File: config.mk
export PLATFORM = sky130hd
export DESIGN_NAME = multi_channel_clock_divider
export DESIGN_NICKNAME = d
export VERILOG_FILES = /design/src/rtl/multi_channel_clock_divider.sv
export SDC_FILE = /design/constraint.sdc
export NUM_CORES = 1
export LEC_CHECK = 0
export BUFFER_PORTS_ARGS = -buffer_cell sky130_fd_sc_hd__buf_2
export CORE_MARGIN = 2
export CORE_UTILIZATION = 52
export DETAILED_ROUTE_END_ITERATION = 6
export PLACE_DENSITY = 0.69
export SYNTH_ARGS = -nofsm -noshare
export SYNTH_HDL_FRONTEND = slang
export SYNTH_SLANG_ARGS = --single-unit
File: constraint.sdc
create_clock -name clk -period 5 [get_ports clk]
set_input_delay 0.25 -clock clk [delete_from_list [all_inputs] [get_ports clk]]
set_output_delay 0.25 -clock clk [all_outputs]
set_load 0.01 [all_outputs]
File: src/rtl/multi_channel_clock_divider.sv
// multi_channel_clock_divider: bank of independent phase-accumulator clock dividers with tick strobes
module multi_channel_clock_divider #(
    parameter int NUM_CHANNELS = 4,
    parameter int ACC_WIDTH = 28,
    parameter int CHAN_BITS = 2,
    parameter logic [ACC_WIDTH-1:0] DEFAULT_INC = {1'b1, {(ACC_WIDTH-1){1'b0}}}
) (
    input  logic                    clk,
    input  logic                    rst_n,
    input  logic                    cfg_we,
    input  logic [CHAN_BITS-1:0]    cfg_chan,
    input  logic [ACC_WIDTH-1:0]    cfg_inc,
    input  logic [NUM_CHANNELS-1:0] chan_en,
    input  logic [NUM_CHANNELS-1:0] phase_rst,
    output logic [NUM_CHANNELS-1:0] cout,
    output logic [NUM_CHANNELS-1:0] tick
);
    for (genvar i = 0; i < NUM_CHANNELS; i++) begin : g_ch
        logic [ACC_WIDTH-1:0] acc;
        logic [ACC_WIDTH-1:0] inc;
        logic                 tick_q;
        logic [ACC_WIDTH:0]   sum;
        logic                 we;
        assign sum = {1'b0, acc} + {1'b0, inc};
        assign we = cfg_we && (cfg_chan == CHAN_BITS'(i));
        assign cout[i] = acc[ACC_WIDTH-1];
        assign tick[i] = tick_q;
        // accumulate, hold or phase-clear; carry out of the sum becomes the tick
        always_ff @(posedge clk or negedge rst_n) begin
            if (!rst_n) begin
                acc    <= '0;
                tick_q <= 1'b0;
            end else begin
                acc    <= phase_rst[i] ? '0 : chan_en[i] ? sum[ACC_WIDTH-1:0] : acc;
                tick_q <= !phase_rst[i] && chan_en[i] && sum[ACC_WIDTH];
            end
        end
        // increment register; the new rate takes effect from the following edge
        always_ff @(posedge clk or negedge rst_n) begin
            if (!rst_n) inc <= DEFAULT_INC;
            else if (we) inc <= cfg_inc;
        end
    end
endmodule

### Word-level counts from Yosys, hierarchy flattened

Index checks and enable logic that the tools add are counted.
W data, S select, Z words.

| cells by class | value |
|---|---|
| add/sub/neg operators | 4 |
| equality and inequality tests | 3 |
| mux-type cells | 8 |
| reduce and logical (&&, ||, !) cells | 21 |

Operator list:

| kind | count |
|---|---|
| $mux W28 | 8 |
| $add A28 B28 Y29 | 4 |
| $logic_and A1 B1 Y1 | 12 |
| $reduce_bool A2 Y1 | 4 |
| $eq A2 B2 Y1 const B | 2 |
| $logic_not A1 Y1 | 4 |
| $eq A2 B1 Y1 const B | 1 |
| $logic_not A2 Y1 | 1 |

| word-level totals | value |
|---|---|
| bits in registers | 228 |
| input bits | 41 |
| output and inout bits | 8 |
| logic and storage cells | 48 |

### Depth between registers and ports, before layout

Gate-level depths: netlist of the first run.

| depth | value |
|---|---|
| depth after elaboration | 3 |
| depth in mapped cells | 11 |
| gate-level depth less buffers | 11 |

### Worst setup path before layout of the first run

No wires, ideal clock.

| path | value |
|---|---|
| path kind | reg-to-reg |
| start point | reg g_ch[0].acc[0] |
| end point | reg g_ch[0].acc[26] |
| library setup time | 0.126 ns |
| arrival time | 2.733 ns |
| required time | 4.874 ns |
| slack | 2.141 ns |
| stages on the path, launching flop included | 12 |
| buffers on the path | 0 |
| period minus slack after synthesis | 2.859 ns |
| path through | dfrtp_1 -> ha_1 -> fa_1 -> a211oi_2 -> o31a_2 -> a2111oi_2 -> or2_2 -> a2111o_1 -> a311oi_4 -> o21bai_1 -> xnor2_1 -> o21ai_1 |

| between the ends | value |
|---|---|
| cells in the longest elaborated chain, start to end | 3 |

RTL lines:

| what | RTL line | RTL |
|---|---|---|
| start, declared | 19 | `logic [ACC_WIDTH-1:0] acc;` |
| start signal, assigned | 34 | `acc <= phase_rst[i] ? '0 : chan_en[i] ? sum[ACC_WIDTH-1:0] : acc;` |
| $add A28 B28 Y29 | 24 | `assign sum = {1'b0, acc} + {1'b0, inc};` |
| $mux W28 (2 in a row) | 34 |  |

No other way between the ends. The select of a mux whose other input is x is not followed.
A chain may end at the register's enable or synchronous reset.

### Worst setup path in the final report of the first run

| path | value |
|---|---|
| start point | reg g_ch[1].acc[0] |
| end point | reg g_ch[1].acc[24] |

| between the ends | value |
|---|---|
| cells in the longest elaborated chain, start to end | 3 |

RTL lines:

| what | RTL line |
|---|---|
| start, declared | 19 |
| start signal, assigned | 34 |
| $add A28 B28 Y29 | 24 |
| $mux W28 (2 in a row) | 34 |

No other way between the ends. The select of a mux whose other input is x is not followed.

==> results of run 1 <==
## cell families (layout without fill, tap and decap cells)
logic type	after synthesis	after routing	share of synthesized area
simple gates	310	310	0.1081
buf+inv	90	138	0.02689
flops	228	228	0.4036
xor+xnor	75	75	0.04643
fa+ha+maj	116	116	0.1047
mux	175	175	0.1337
compound gates	361	361	0.1765
## worst paths after layout
| check | slack, ps | end |
|---|---|---|
| max | 1780 | g_ch[1].acc[24] |
| min | 70 | g_ch[3].inc[1] |
| max reg2reg | 1780 | g_ch[1].acc[24] |
| min reg2reg | 510 | g_ch[3].acc[16] |
| max in group asynchronous | 3570 | g_ch[0].inc[22] |
| min in group asynchronous | 350 | g_ch[2].acc[25] |
## cell type report
cell class	instances	share of cell area
Multi-Input combinational cell	1037	0.5178
Clock inverter	15	0.01205
Clock buffer	34	0.04765
Tap cell	341	0.02740
Inverter	35	0.008438
Timing Repair Buffer	54	0.01993
Sequential cell	228	0.3668
## sequential cells by signal (all words and copies together) (netlist names)
register	flops
g_ch.inc	112
g_ch.tick_q	4
g_ch.acc	112
## worst max-delay path, cell delays in order, from the launching register on
cell,delay [ps]
dfrtp_1,390
ha_1,240
fa_1,450
a211oi_2,230
o21ai_1,100
a31oi_1,320
o21ba_2,270
o211ai_1,180
a221o_1,380
a21oi_1,190
nor4b_1,70
a211o_1,280
## placed cells by master, fill, tap and decap left out, types with 11 or more instances in the layout
cell type and count:
a21oi_1 97, nor3_1 15, buf_2 47, xor2_1 21, ha_1 112, mux2i_1 63
nor2_1 136, mux2_2 112, o21bai_1 17, inv_1 35, or2_2 13, nand4_1 14
xnor2_1 54, o21ai_0 51, clkbuf_16 27, a211oi_1 25, nand2_1 42, nand3_1 19
o21a_1 15, o211ai_1 11, dfrtp_1 224, nand3b_1 11, a21o_1 50
## metal layers
layer | part of all wire | global-route usage | vias up
met3 | 0.036 | 0.03273 | 55
met2 | 0.47 | 0.3904 | 164
li1 | - | - | 5045
met5 | 0 | 0 | -
met1 | 0.46 | 0.3037 | 5007
met4 | 0.034 | 0.07571 | 0
## power breakdown
group          internal, mW  switching [mW]
Clock                  1.25           0.791
Sequential             2.28           0.264
Combinational          1.52            1.78
Total                  5.05            2.84
## what timing repair did
item / in CTS / in global routing
gates resized for setup: 0 / 0
hold buffers: 1 / 0
endpoints found under the hold margin: 107 / 0
==> impl_metrics.toml, run 1 <==
[detailed_routing]
route.detailed.drc = 0
routed_wl_um = 32200
wl_per_cell_um = 18.46
drt_pass1_iterations = 4
vias_per_cell = 5.889
ant_nets = 0
dr_total_vias = 10270
drt_iter0_drc = 491

[cts]
path_clk_slew_ps = 60
cts-root-buf = "clkbuf_16"
cts_buffers = 27
cts_tree = "done"
cts_htree_levels = 1
clkLatencyLatePin_ps = 560
clk_path_buf_depth = 3
cts.sinks = 228
post_cts_buffers = 0

[placed_design]
placedInstanceArea_sq_mm = 0.01463
preCtsSetupSlack_ps = 1817
hpwl_um = 21950
globalplace.congestion = 0.8550
numPortBuffers = 48
dpl.cell_count = 1694

[pwr]
leakage_nw = 7.393
p_per_area_mw_per_mm2 = 506.7
ir_worst_vdd_mv = 0.2680
power_mw = 7.889

[global_route]
grt_pass1_vias = 10300
antenna_found_initial = 0
gr-total-overflow = 0
grt_max_degree = 120
grt_usage = 0.2299
grt_pass1_wl_um = 52690

[run]
max_cap_viol_count = 0

[die]
die_w_um = 168.9
die_h_um = 168.9
initial_utilization = 0.5279
core_sq_mm = 0.02680
die_area_sq_mm = 0.02854
rows = 60
pin_count = 49

[synth]
synth_seq_cells = 228
synth_area_leaders = "dfrtp_1 40%, ha_1 9.9%, mux2_2 8.9%, mux2i_1 4.5%, nor2_1 3.6%"
syn_nets = 1512
synth-edff-count = 0
ys_types = 89
synthFlopType = "dfrtp_1"
netlist.area_leader.share = 0.3962
syn_inst = 1355
synth_area_sq_mm = 0.01415
ys_top_cells_by_count = "224 x dfrtp_1, 136 x nor2_1, 112 x ha_1, 112 x mux2_2, 97 x a21oi_1"
ys_async_sr_fraction = 1.000
synth.most_common_cell = "dfrtp_1"
avgSynthCellArea_sq_um = 10.44
synth_top_cell_by_area = "dfrtp_1"
ys_seq_area_frac = 0.4036
ys.warnings.count = 0

[timing]
worst_slack_ps = 1784
hold_ws_ps = 72.18
fin_crit_sh = 0.6432
relSlewSlack = 0.3987
setup-violations-final = 0
clock_skew_ps = 28.74
hold_violations = 0
rsz0062_at_grt = "no"
min_period_ps = 3216
fmax_ghz = 0.3110
tns_ps = 0
slew_viol_final = 0
worstMarginPinSlew_ps = 902.0

[setup_path]
crit_required_ps = 5420
end_kind = "flop"
reg2reg_depth = 11
crit_path_start_kind = "flop"
cp_max_fo = 4
path_class = "flop to flop"
startpoint = "g_ch[1].acc[0]"
rr_startpoint = "g_ch[1].acc[0]"
arrival_ps = 3630

[layout]
drive_gt1_frac = 0.1846
fillCellCount = 2313
fin_area_sq_mm = 0.01557
multi_input_area_sq_mm = 0.008061
final_util = 0.5810
fin_nets = 1540
diodes = 0
syn2layout_area_growth_pct = 10.06
regArea_sq_mm = 0.005710
finalNonFillerCells = 1744

[min_path]
min_path_type = "input port to flop"
hold_depth = 2
hp-start = "cfg_inc[1]"

[outcome]
status = "finished clean"
Power figures use the tool's default switching activity.
==> run 2: changes to the inputs <==
--- a/config.mk
+++ b/config.mk
@@ -9,7 +9,7 @@
 export CORE_MARGIN = 2
 export CORE_UTILIZATION = 52
 export DETAILED_ROUTE_END_ITERATION = 6
-export PLACE_DENSITY = 0.69
+export PLACE_DENSITY = 0.71
 export SYNTH_ARGS = -nofsm -noshare
 export SYNTH_HDL_FRONTEND = slang
 export SYNTH_SLANG_ARGS = --single-unit
==> constraint.sdc (replaced) <==
create_clock -name clk -period 2.75 [get_ports clk]
set_input_delay 0.1375 -clock clk [delete_from_list [all_inputs] [get_ports clk]]
set_output_delay 0.1375 -clock clk [all_outputs]
set_load 0.01 [all_outputs]
==> run 2 against run 1 <==
  * The run now ends with setup timing left
  * Critical path depth unchanged
  * Sequential power is 83% higher
  * Register-to-register slack worse by 1800 ps
  * Core utilization grew 4.3 points
  * Via count is 6.0% higher
  * First-iteration DRC count rose by 22%
  * Final area is 7.4% higher
  * Power up 97%
  * Fmax grew 15%
  * Global-route usage grew 1.4 points
  * Sequential share of layout area down 2.5 points
  * Critical endpoint is now g_ch[0].acc[24]
  * Largest power group unchanged
  * Highest routed layer unchanged
==> impl_metrics.toml, run 2 (synthesis gave the netlist of run 1 again) <==
[outcome]
status = "finished with violations"
violations = "setup timing"

[detailed_routing]
routed_wl_um = 34690
drt_pass1_iterations = 5
wl_per_cell_um = 18.93
route.detailed.drc = 0
vias_per_cell = 5.941
drt_iter0_drc = 601
dr_total_vias = 10890
ant_nets = 0

[timing]
clock_skew_ps = 9.857
setup-violations-final = 5
hold_violations = 0
worstMarginPinSlew_ps = 752.0
min_period_ps = 2800
relSlewSlack = 0.4968
slew_viol_final = 0
worst_slack_ps = -49.57
fmax_ghz = 0.3572
fin_crit_sh = 1.018
rsz0062_at_grt = "yes"

[layout]
fillCellCount = 2194
final_util = 0.6240
diodes = 0
fin_nets = 1629
final_cell_mix = "223 x dfrtp_1, 136 x nor2_1, 112 x mux2_2, 99 x ha_1, 89 x a21oi_1"
syn2layout_area_growth_pct = 18.21
fin_area_sq_mm = 0.01672
layout.cells.most_common = "dfrtp_1"
drive_gt1_frac = 0.2627
largest_registers = "g_ch.acc (112), g_ch.inc (112), g_ch.tick_q (4)"

[pwr]
power_switching_mw = 5.572
p_clk_frac = 0.254
pwr-share-comb = 0.447
power_frac_seq = 0.299
leakage_nw = 7.856
switching_share = 0.3584
p_int_mw = 9.973
p_per_area_mw_per_mm2 = 929.5
ir_worst_vdd_mv = 0.4765

[die]
die_h_um = 168.9
rows = 60
pin_count = 49
die_w_um = 168.9
core_sq_mm = 0.02680
die_area_sq_mm = 0.02854
initial_utilization = 0.5279

[setup_path]
end_kind = "flop"
reg2reg_depth = 11
crit_path_start_kind = "flop"
arrival_ps = 3260
r2r_end = "g_ch[0].acc[24]"
path_class = "flop to flop"
rr_startpoint = "g_ch[0].acc[0]"
rrSetupSlack_ps = -50
cp_max_fo = 3
crit_required_ps = 3210

[min_path]
hp-start = "cfg_inc[15]"
min_path_type = "input port to flop"
hold_depth = 2
holdPathEnd = "g_ch[1].inc[15]"

[global_route]
grt_pass1_vias = 10800
use_met2 = 0.4084
use_met1 = 0.3327
grt_pass1_wl_um = 55950
antenna_found_initial = 0
use_met3 = 0.02806
busiest_layer = "met2"
gr-total-overflow = 0
grt_max_degree = 87
grt_usage = 0.2440

[cts]
clkLatencyLatePin_ps = 540
cts_tree = "done"
cts_htree_levels = 1
clk_path_buf_depth = 3
cts.sinks = 228
cts-root-buf = "clkbuf_16"
cts_buffers = 26
path_clk_slew_ps = 60

[run]
max_cap_viol_count = 0

[placed_design]
globalplace.congestion = 0.8708
placedInstanceArea_sq_mm = 0.01515
hpwl_um = 23060
numPortBuffers = 48
-- run 2: cell count changes in the layout (fill, tap and decap cells not counted), moves of 5 or more --
cell,delta
o31ai_1,-5
ha_1,-13
ha_4,+7
ha_2,+6
a21oi_1,-8
dlygate4sd3_1,+11
buf_4,+76
o21ai_1,+8
o21ai_0,-10
a21oi_2,+7
a211oi_1,-7
-- run 2: routing by layer --
layer  vias to the layer above  wire [um]
met5                         -          0
met4                         0        877
met3                        57       1472
met2                       207      16550
met1                      5389      15790
li1                       5237          -
-- run 2: how the worst max path moves through the flow --
stage / end / depth (start not counted) / startpoint
2_1_floorplan: g_ch[0].acc[26] / 11 / g_ch[0].acc[0]
3_3_place_gp: g_ch[0].acc[26] / 11 / g_ch[0].acc[0]
3_5_place_dp: g_ch[2].acc[26] / 11 / g_ch[2].acc[0]
4_1_cts: g_ch[0].acc[26] / 11 / g_ch[0].acc[0]
5_1_grt: g_ch[0].acc[26] / 11 / g_ch[0].acc[0]
6_report: g_ch[0].acc[24] / 11 / g_ch[0].acc[0]
-- run 2: repair_timing --
item / CTS / global route
endpoints found under the setup margin: 23 / 43
setup buffers: 7 / 9
gates resized for setup: 22 / 52
hold buffers: 11 / 1
pin swaps: 26 / 36
hold endpoints to repair: 216 / 1
-- run 2: final cells by class --
class	count	area (sq um)	share of cell area
multi-input combinational	1037	8436	0.5044
sequential	228	5712	0.3415
timing repair buffer	144	1033	0.06180
clock buffer	30	696.9	0.04167
tap	341	426.7	0.02551
clock inverter	18	287.8	0.01721
inverter	35	131.4	0.007856
-- run 2: power groups by stage --
stage               combinational (mW)  clock (mW)  sequential (mW)
floorplan                         4.96           0             4.52
global placement                  6.25           0             4.64
detailed placement                6.42           0             4.67
CTS                               6.64        4.02             4.63
global route                      7.71        4.16             4.74
finish                            6.95        3.95             4.65
-- run 2: per-stage QoR --
stage / hold slack, ps / setup TNS, ps / instances / power, mW / setup slack (ps)
final: 19.93 / -172.4 / 1833 / 15.54 / -49.57
after global placement: 69.05 / -1030 / 1758 / 10.89 / -154.7
after floorplan: -158.1 / -176.5 / 1355 / 9.479 / -77.92
after detailed placement: 65.36 / -2178 / 1758 / 11.09 / -193.5
after CTS: 0.9203 / -228.4 / 1824 / 15.29 / -62.69
after global routing: 2.296 / -1669 / 1833 / 16.60 / -195.4
-- run 2: critical path: stages, from the launching register on --
cell,delay [ps]
dfrtp_1,380
ha_2,200
fa_2,370
a211oi_2,190
o31a_2,170
a2111oi_2,70
or2_4,240
a2111o_1,440
a311oi_4,290
xnor2_1,160
mux2i_1,90
nor2_1,120
